==> config.mk <==
export PLATFORM = sky130hd
export DESIGN_NAME = stream_hsmooth_flat
export DESIGN_NICKNAME = d
export VERILOG_FILES = /design/src/rtl/stream_hsmooth_if.sv /design/src/rtl/stream_hsmooth.sv /design/src/flat_wrapper.sv
export SDC_FILE = /design/constraint.sdc
export NUM_CORES = 1
export LEC_CHECK = 0
export CORE_MARGIN = 5
export CORE_UTILIZATION = 60
export DETAILED_ROUTE_END_ITERATION = 12
export HOLD_SLACK_MARGIN = 0.12
export PLACE_DENSITY = 0.81
export SLEW_MARGIN = 20
export SYNTH_ARGS = -nofsm -noshare
export SYNTH_HDL_FRONTEND = slang
export SYNTH_SLANG_ARGS = --single-unit
==> constraint.sdc <==
create_clock -name clk -period 4.9 [get_ports clk]
set_input_delay 0.98 -clock clk [delete_from_list [all_inputs] [get_ports clk]]
set_output_delay 0.98 -clock clk [all_outputs]
set_load 0.01 [all_outputs]
==> src/rtl/stream_hsmooth_if.sv <==
// stream_hsmooth_if: 24-bit RGB Avalon-ST bus (data/valid/ready/sop/eop) with master/slave views
interface stream_hsmooth_if;
  logic [23:0] data;
  logic        valid;
  logic        ready;
  logic        sop;
  logic        eop;
  modport master (output data, valid, sop, eop, input ready);
  modport slave  (input data, valid, sop, eop, output ready);
endinterface

==> src/rtl/stream_hsmooth.sv <==
// stream_hsmooth: 3-tap [1 2 1]/4 horizontal RGB smoothing of video packets; optional HSMOOTH_BYPASS_EN adds a per-packet bypass input
module stream_hsmooth #(
  parameter logic [10:0] IMAGE_W = 11'd640
) (
  input logic clk,
  input logic reset,
`ifdef HSMOOTH_BYPASS_EN
  input logic bypass,
`endif
  stream_hsmooth_if.slave  sink,
  stream_hsmooth_if.master source
);
  localparam logic [2:0] IDLE      = 3'd0;
  localparam logic [2:0] PASS      = 3'd1;
  localparam logic [2:0] VID_FIRST = 3'd2;
  localparam logic [2:0] VID       = 3'd3;
  localparam logic [2:0] FLUSH     = 3'd4;

  logic [2:0]  state_q, state_d;
  logic [23:0] prev_q, prev_d, cur_q, cur_d;
  logic [10:0] x_q, x_d;
  logic        end_q, end_d;
  logic [23:0] out_data_q, out_data_d;
  logic        out_valid_q, out_valid_d, out_sop_q, out_sop_d, out_eop_q, out_eop_d;
  logic        load_ok, sop_block, sink_rdy, acc, is_vid;

  function automatic logic [23:0] f(input logic [23:0] a, input logic [23:0] b, input logic [23:0] c);
    for (int i = 0; i < 3; i++)
      f[8*i+:8] = 8'(({2'b0, a[8*i+:8]} + {1'b0, b[8*i+:8], 1'b0} + {2'b0, c[8*i+:8]} + 10'd2) >> 2);
  endfunction

  assign sink.ready   = sink_rdy;
  assign source.data  = out_data_q;
  assign source.valid = out_valid_q;
  assign source.sop   = out_sop_q;
  assign source.eop   = out_eop_q;

  // Handshake, packet classification, line state machine and output-slot loading
  always_comb begin
    load_ok     = ~out_valid_q | source.ready;
    sop_block   = (state_q == VID) & sink.valid & sink.sop;
    sink_rdy    = load_ok & (state_q != FLUSH) & ~sop_block;
    acc         = sink.valid & sink_rdy;
`ifdef HSMOOTH_BYPASS_EN
    is_vid      = (sink.data[3:0] == 4'h0) & ~bypass;
`else
    is_vid      = sink.data[3:0] == 4'h0;
`endif
    state_d     = state_q;
    prev_d      = prev_q;
    cur_d       = cur_q;
    x_d         = x_q;
    end_d       = end_q;
    out_data_d  = out_data_q;
    out_valid_d = load_ok ? 1'b0 : out_valid_q;
    out_sop_d   = out_sop_q;
    out_eop_d   = out_eop_q;
    if (acc && (sink.sop || state_q == IDLE || state_q == PASS)) begin
      out_valid_d = 1'b1;
      out_data_d  = sink.data;
      out_sop_d   = sink.sop;
      out_eop_d   = sink.eop;
      if (sink.sop)
        state_d = is_vid ? VID_FIRST : PASS;
      else if (state_q == PASS && sink.eop)
        state_d = IDLE;
    end else if (acc && state_q == VID_FIRST) begin
      prev_d  = sink.data;
      cur_d   = sink.data;
      x_d     = 11'd0;
      end_d   = sink.eop;
      state_d = (sink.eop || IMAGE_W == 11'd1) ? FLUSH : VID;
    end else if (acc && state_q == VID) begin
      out_valid_d = 1'b1;
      out_data_d  = f(prev_q, cur_q, sink.data);
      out_sop_d   = 1'b0;
      out_eop_d   = 1'b0;
      prev_d      = cur_q;
      cur_d       = sink.data;
      x_d         = x_q + 11'd1;
      end_d       = sink.eop;
      state_d     = (sink.eop || x_q + 11'd1 == IMAGE_W - 11'd1) ? FLUSH : VID;
    end else if (sop_block) begin
      end_d   = 1'b1;
      state_d = FLUSH;
    end else if (state_q == FLUSH && load_ok) begin
      out_valid_d = 1'b1;
      out_data_d  = f(prev_q, cur_q, cur_q);
      out_sop_d   = 1'b0;
      out_eop_d   = end_q;
      state_d     = end_q ? IDLE : VID_FIRST;
    end
  end

  // State, pixel hold and output registers
  always_ff @(posedge clk or posedge reset) begin
    if (reset) begin
      state_q     <= IDLE;
      prev_q      <= '0;
      cur_q       <= '0;
      x_q         <= '0;
      end_q       <= 1'b0;
      out_data_q  <= '0;
      out_valid_q <= 1'b0;
      out_sop_q   <= 1'b0;
      out_eop_q   <= 1'b0;
    end else begin
      state_q     <= state_d;
      prev_q      <= prev_d;
      cur_q       <= cur_d;
      x_q         <= x_d;
      end_q       <= end_d;
      out_data_q  <= out_data_d;
      out_valid_q <= out_valid_d;
      out_sop_q   <= out_sop_d;
      out_eop_q   <= out_eop_d;
    end
  end
endmodule

==> src/flat_wrapper.sv <==
// flat-port wrapper written by rule: the top's interface ports become plain ports
module stream_hsmooth_flat 
#(
  parameter logic [10:0] IMAGE_W = 11'd640
)
  (clk, reset, sink_data, sink_valid, sink_sop, sink_eop, sink_ready, source_data, source_valid, source_sop, source_eop, source_ready);
  stream_hsmooth_if sink_i ();
  stream_hsmooth_if source_i ();
  input logic clk;
  input logic reset;
  input wire logic [$bits(sink_i.data)-1:0] sink_data;
  input wire logic [$bits(sink_i.valid)-1:0] sink_valid;
  input wire logic [$bits(sink_i.sop)-1:0] sink_sop;
  input wire logic [$bits(sink_i.eop)-1:0] sink_eop;
  output wire logic [$bits(sink_i.ready)-1:0] sink_ready;
  output wire logic [$bits(source_i.data)-1:0] source_data;
  output wire logic [$bits(source_i.valid)-1:0] source_valid;
  output wire logic [$bits(source_i.sop)-1:0] source_sop;
  output wire logic [$bits(source_i.eop)-1:0] source_eop;
  input wire logic [$bits(source_i.ready)-1:0] source_ready;
  assign sink_i.data = sink_data;
  assign sink_i.valid = sink_valid;
  assign sink_i.sop = sink_sop;
  assign sink_i.eop = sink_eop;
  assign sink_ready = sink_i.ready;
  assign source_data = source_i.data;
  assign source_valid = source_i.valid;
  assign source_sop = source_i.sop;
  assign source_eop = source_i.eop;
  assign source_i.ready = source_ready;
  stream_hsmooth #(.IMAGE_W(IMAGE_W)) u_core (.clk(clk), .reset(reset), .sink(sink_i), .source(source_i));
endmodule
Word-level counts from Yosys, hierarchy flattened
Cells that the tools add are included.

cells by class
  $add $sub $neg = 16
  equality and inequality tests = 9
  mux-type cells = 41
  bitwise gates (word level) = 9
  reduce and logical (&&, ||, !) cells = 18

operators by type and width
  kind                                              number
  two-way mux 24 bit                                9
  adder 10 x 2 -> 10 bit (second input constant)    6
  adder 10 x 8 -> 10 bit                            6
  adder 8 x 9 -> 10 bit                             3
  two-way mux 3 bit                                 9
  two-way mux 11 bit                                2
  two-way mux 1 bit                                 19
  adder 11 x 1 -> 11 bit (second input constant)    1
  == test 11 x 10 -> 1 bit (second input constant)  1
  != test 3 bit (second input constant)             3
  == test 3 x 2 -> 1 bit (second input constant)    2
  AND reduction 2 bit                               3
  nonzero test 3 bit                                2
  AND 1 bit                                         5
  logical AND 1 bit                                 5
  nonzero test 5 bit                                1
  logical NOT 4 bit                                 1
  two-way mux 2 bit                                 2
  == test 3 x 1 -> 1 bit (second input constant)    1
  == test 3 bit (second input constant)             1
  logical NOT 3 bit                                 1
  logical OR 1 bit                                  3
  NOT 1 bit                                         3
  AND reduction 3 bit                               1
  other kinds (3)                                   3

storage, ports and cells
  bits in registers = 90
  bits of input ports = 30
  output and inout port bits = 28
  logic and storage cells = 102

Depth between registers and ports, before layout
  word-level depth = 10
  mapped depth = 15
  mapped depth without buffers = 15

Least setup slack after synthesis
No wires, ideal clock.

  path type = reg2reg
  start point = register u_core.cur_q[16]
  end point = register u_core.out_data_q[22], in the netlist u_core.source.data[22]
  library setup time = 0.136 ns
  arrival time = 3.057 ns
  data required time = 4.764 ns
  path slack = 1.707 ns
  cell stages (with the launch flop) = 14
  buffers on the path = 0
  clock period less this slack = 3.193 ns
  path through = dfrtp_1 ha_1 fa_1 a21oi_1 o21ai_0 o21a_1 nor2_1 xnor2_1 ha_1 ha_1 o41ai_1 xnor2_1 a221oi_1 o21ai_0

on the way
  cells in the longest elaborated chain, start to end = 8
  elaborated cells on any way between the ends = 10
  classes of those cells = 5 x add/sub; 5 x mux

ends and longest elaborated chain
  what                    RTL line               source
  start, declared         stream_hsmooth.sv:20   logic [23:0] prev_q, prev_d, cur_q, cur_d;
  start signal, assigned  stream_hsmooth.sv:110  cur_q <= cur_d;
  adder 8 x 9 -> 10 bit   stream_hsmooth.sv:29   f[8*i+:8] = 8'(({2'b0, a[8*i+:8]} + {1'b0, b[8*i+:8], 1'b0} + {2'b0, c[8*i+:8]} + 10'd2) >> 2);
  adder 10 x 8 -> 10 bit  stream_hsmooth.sv:29
  adder 10 x 2 -> 10 bit  stream_hsmooth.sv:29
  two-way mux 24 bit      stream_hsmooth.sv:86   end else if (state_q == FLUSH && load_ok) begin
  two-way mux 24 bit      stream_hsmooth.sv:83   end else if (sop_block) begin
  two-way mux 24 bit *    stream_hsmooth.sv:73   end else if (acc && state_q == VID) begin
  two-way mux 24 bit *    stream_hsmooth.sv:67   end else if (acc && state_q == VID_FIRST) begin
  two-way mux 24 bit *    stream_hsmooth.sv:58   if (acc && (sink.sop || state_q == IDLE || state_q == PASS)) begin
  end signal, assigned    stream_hsmooth.sv:113  out_data_q <= out_data_d;
  end, declared           stream_hsmooth.sv:23   logic [23:0] out_data_q, out_data_d;

Every way passes the cells marked *; elsewhere a longest branch is shown, timed or not. The select of a mux whose other input is x is not followed.
A chain may end at the register's enable or synchronous reset.

Worst setup path in the final report
Same ends and word-level chain as after synthesis.

==> results.sh <==
export IMPL_clock_root_buffer="clkbuf_16"
export IMPL_h_tree_depth=3
export IMPL_max_clock_path_buffers=2
export IMPL_design_portCount=58
export IMPL_worst_setup_path_startpoint="u_core.cur_q[16]"
export IMPL_first_pass_iters=5
export IMPL_detail_route_wirelength_um=19010
export IMPL_slew_limit_headroom_pct=20.94
export IMPL_unrepaired_setup_endpoints_after_global_routing="false"
export IMPL_n_antenna_cell=0
export IMPL_avgSynthCellArea_um2=8.694
export IMPL_antenna_found_initial=0
export IMPL_max_cap_violation_count=0
export IMPL_worst_clock_skew_ns=0.008285
export IMPL_async_sr_flop_fraction_pct=100.0
export IMPL_fmaxAchievable_ghz=0.2753
export IMPL_first_iter_violations=487
export IMPL_floorplan_die_height_um=123.6
export IMPL_dpl_hpwl_um=13720
export IMPL_period_share_pct=74.14
export IMPL_finalSetupViolations=0
export IMPL_detail_route_drc_violations=0
export IMPL_first_pass_grt_wire_length_um=31830
export IMPL_critPathCaptureType="flop"
export IMPL_netlist_instances=891
export IMPL_grt_max_degree=67
export IMPL_layout_area_overhead_vs_synth_pct=13.46
export IMPL_routed_via_count=6759
export IMPL_post_drt_wl_per_cell_um=17.08
export IMPL_synthesis_nets=1037
export IMPL_core_area_um2=12620
export IMPL_antenna_left=0
export IMPL_worst_slew_pin_slew_ns=1.185
export IMPL_clk_latency_ns=0.35
export IMPL_required_ns=5.11
export IMPL_min_delay_start="u_core.prev_q[15]"
export IMPL_post_route_cells_drive_above_1_share_pct=3.719
export IMPL_final_setup_tns_ns=0
export IMPL_num_rows=41
export IMPL_synth_flop_cell="dfrtp_1"
export IMPL_clock_pin_slew_worst_setup_and_hold_paths_ns=0.06
export IMPL_cts_num_sinks=90
export IMPL_port_buffers=57
export IMPL_worst_endpoint_arrival_ns=3.85
export IMPL_hold_class="reg2reg"
export IMPL_die_width_um=123.6
export IMPL_timing_final_crit_period_ns=3.633
export IMPL_synth_edff_count=0
export IMPL_yosysWarnings=0
export IMPL_yosysUniqueCellTypes=67
export IMPL_critPathMaxFanout=5
export IMPL_globalRoute_totalOverflow=0
export IMPL_gp_congestion=0.8843
export IMPL_synth_ff_latch_count=90
export IMPL_die_footprint_um2=15280
export IMPL_grt_pass1_vias=6546
export IMPL_final_nets=1083
export IMPL_syn_area_um2=7746
export IMPL_cts_inserted_buffers=9
export IMPL_outcome="finished, final reports clean"
export IMPL_timing_max_transition_violations_final=0
export IMPL_initial_utilization_pct=61.38
export IMPL_tritoncts="done"
export IMPL_hold_buffers=0
export IMPL_grt_total_usage_pct=26.07
export IMPL_ctsResizeCount=0
export IMPL_cts_post_setup_buffers_inserted=0
export IMPL_rr_startpoint="u_core.cur_q[16]"
export IMPL_setup_worst_path_start_class="flop"
export IMPL_seq_area_frac_synth_pct=29.07
export IMPL_worstSetupPathType="reg2reg"
export IMPL_timing_final_hold_violations=0
export IMPL_route_detailed_vias_per_inst=6.073
## registers in the layout (all words and copies together) (netlist names)
signal               cells
u_core.cur_q            24
u_core.prev_q           24
u_core.source.eop        1
u_core.source.data      24
u_core.source.sop        1
u_core.x_q              11
u_core.source.valid      1
u_core.end_q             1
u_core.state_q           3
## Yosys cell counts (all sizes together), types with 9 or more instances
library cell,n,share of area [%]
nor2b,19,1.5
o211ai,10,0.97
xor2,10,1.1
xnor2,28,3.2
clkbuf,23,1.1
nand3,25,1.6
nand3b,12,1.2
nand2,128,6.2
a211oi,10,0.97
a21oi,33,2.1
fa,9,2.3
o21ai,80,5.2
nor3,18,1.2
and3,11,0.90
ha,107,17
buf,11,0.81
o21a,19,1.8
mux2i,29,3.7
nor2,54,2.6
o31a,9,1.0
inv,38,1.8
dfrtp,90,29
nand2b,13,1.0
## area by class of cell
cell class              count  area (um^2)
multi-input cells         729         5210
fillers                  1076         3831
flip-flops and latches     90         2252
repair buffers             69        660.6
clock buffers              13        270.3
well taps                 172        215.2
inverters                  38        145.1
clock inverters             2        35.03
## critical path: stages, from the launching register on
cell and delay (ns):
dfrtp_1 0.42, ha_1 0.25, fa_1 0.40, a21oi_1 0.23
o21ai_0 0.21, o21a_1 0.22, nor2_1 0.14, xnor2_1 0.18
ha_1 0.28, ha_1 0.25, o41ai_1 0.41, xnor2_1 0.10
a221oi_1 0.27, o21ai_0 0.12
## kinds of logic (layout without fill, tap and decap cells)
kind of cell,Yosys count,after routing,synth area share (%)
buffers and inverters,72,122,3.764
AO/OA/AOI/OAI,230,230,19.75
XOR/XNOR,38,38,4.297
multiplexers,29,29,3.747
flip-flops,90,90,29.07
adder cells (fa/ha/maj),116,116,19.61
AND/OR/NAND/NOR,316,316,19.75
## routing by layer
metal | vias to the layer above | routed length, um | global-route usage [%]
met5 | - | 0 | 0
met4 | 0 | 344 | 7.958
met3 | 28 | 1075 | 3.542
met2 | 191 | 8753 | 42.04
met1 | 3204 | 8833 | 36.58
li1 | 3336 | - | -
## stage by stage
| stage | hold WS [ns] | instances | area [um^2] | utilization [%] | worst slack, ns |
|---|---|---|---|---|---|
| 2_1_floorplan | 0.4538 | 891 | 7746 | - | 1.585 |
| 3_3_place_gp | 0.4665 | 1098 | 8483 | 67.22 | 1.303 |
| 3_5_place_dp | 0.4748 | 1098 | 8483 | 67.22 | 1.254 |
| 4_1_cts | 0.4884 | 1113 | 8788 | 69.64 | 1.291 |
| 5_1_grt | 0.5039 | 1113 | 8788 | 69.64 | 0.9691 |
| 6_report | 0.4831 | 1113 | 8788 | 69.64 | 1.267 |
## worst paths after layout
path                       cells after the start  slack [ns]                endpoint
setup / recovery                              13        1.27  u_core.source.data[22]
hold / removal                                 2        0.48       u_core.prev_q[15]
setup reg to reg                              13        1.27  u_core.source.data[22]
hold reg to reg                                2        0.48       u_core.prev_q[15]
max in group asynchronous                      3        2.87        u_core.cur_q[12]
min in group asynchronous                      2        1.15        u_core.prev_q[7]
## layout by cell type, fill, tap and decap left out, types with 6 or more instances in the layout
cell | synthesis | final
xor2_1 | 10 | 10
dfrtp_1 | 90 | 90
fa_1 | 9 | 9
o21a_1 | 19 | 19
a21o_1 | 6 | 6
nor2_1 | 54 | 52
ha_1 | 107 | 107
clkdlybuf4s50_1 | 0 | 57
nand2b_1 | 13 | 12
a22oi_1 | 8 | 8
nand3_1 | 25 | 25
inv_1 | 38 | 37
a21oi_1 | 33 | 33
o211ai_1 | 10 | 10
nand2_1 | 128 | 128
mux2i_1 | 29 | 29
o21ai_0 | 77 | 77
nor3_1 | 18 | 18
a211oi_1 | 10 | 10
o31a_1 | 9 | 9
clkbuf_16 | 0 | 9
buf_4 | 1 | 12
nand3b_1 | 12 | 12
and3_1 | 10 | 10
o31ai_1 | 6 | 6
xnor2_1 | 28 | 28
nor2b_1 | 19 | 19
nand4_1 | 7 | 7
Power is left out: the tool's default activity adds up to more than one toggle a clock period on the data nets, which glitch-free logic cannot reach.
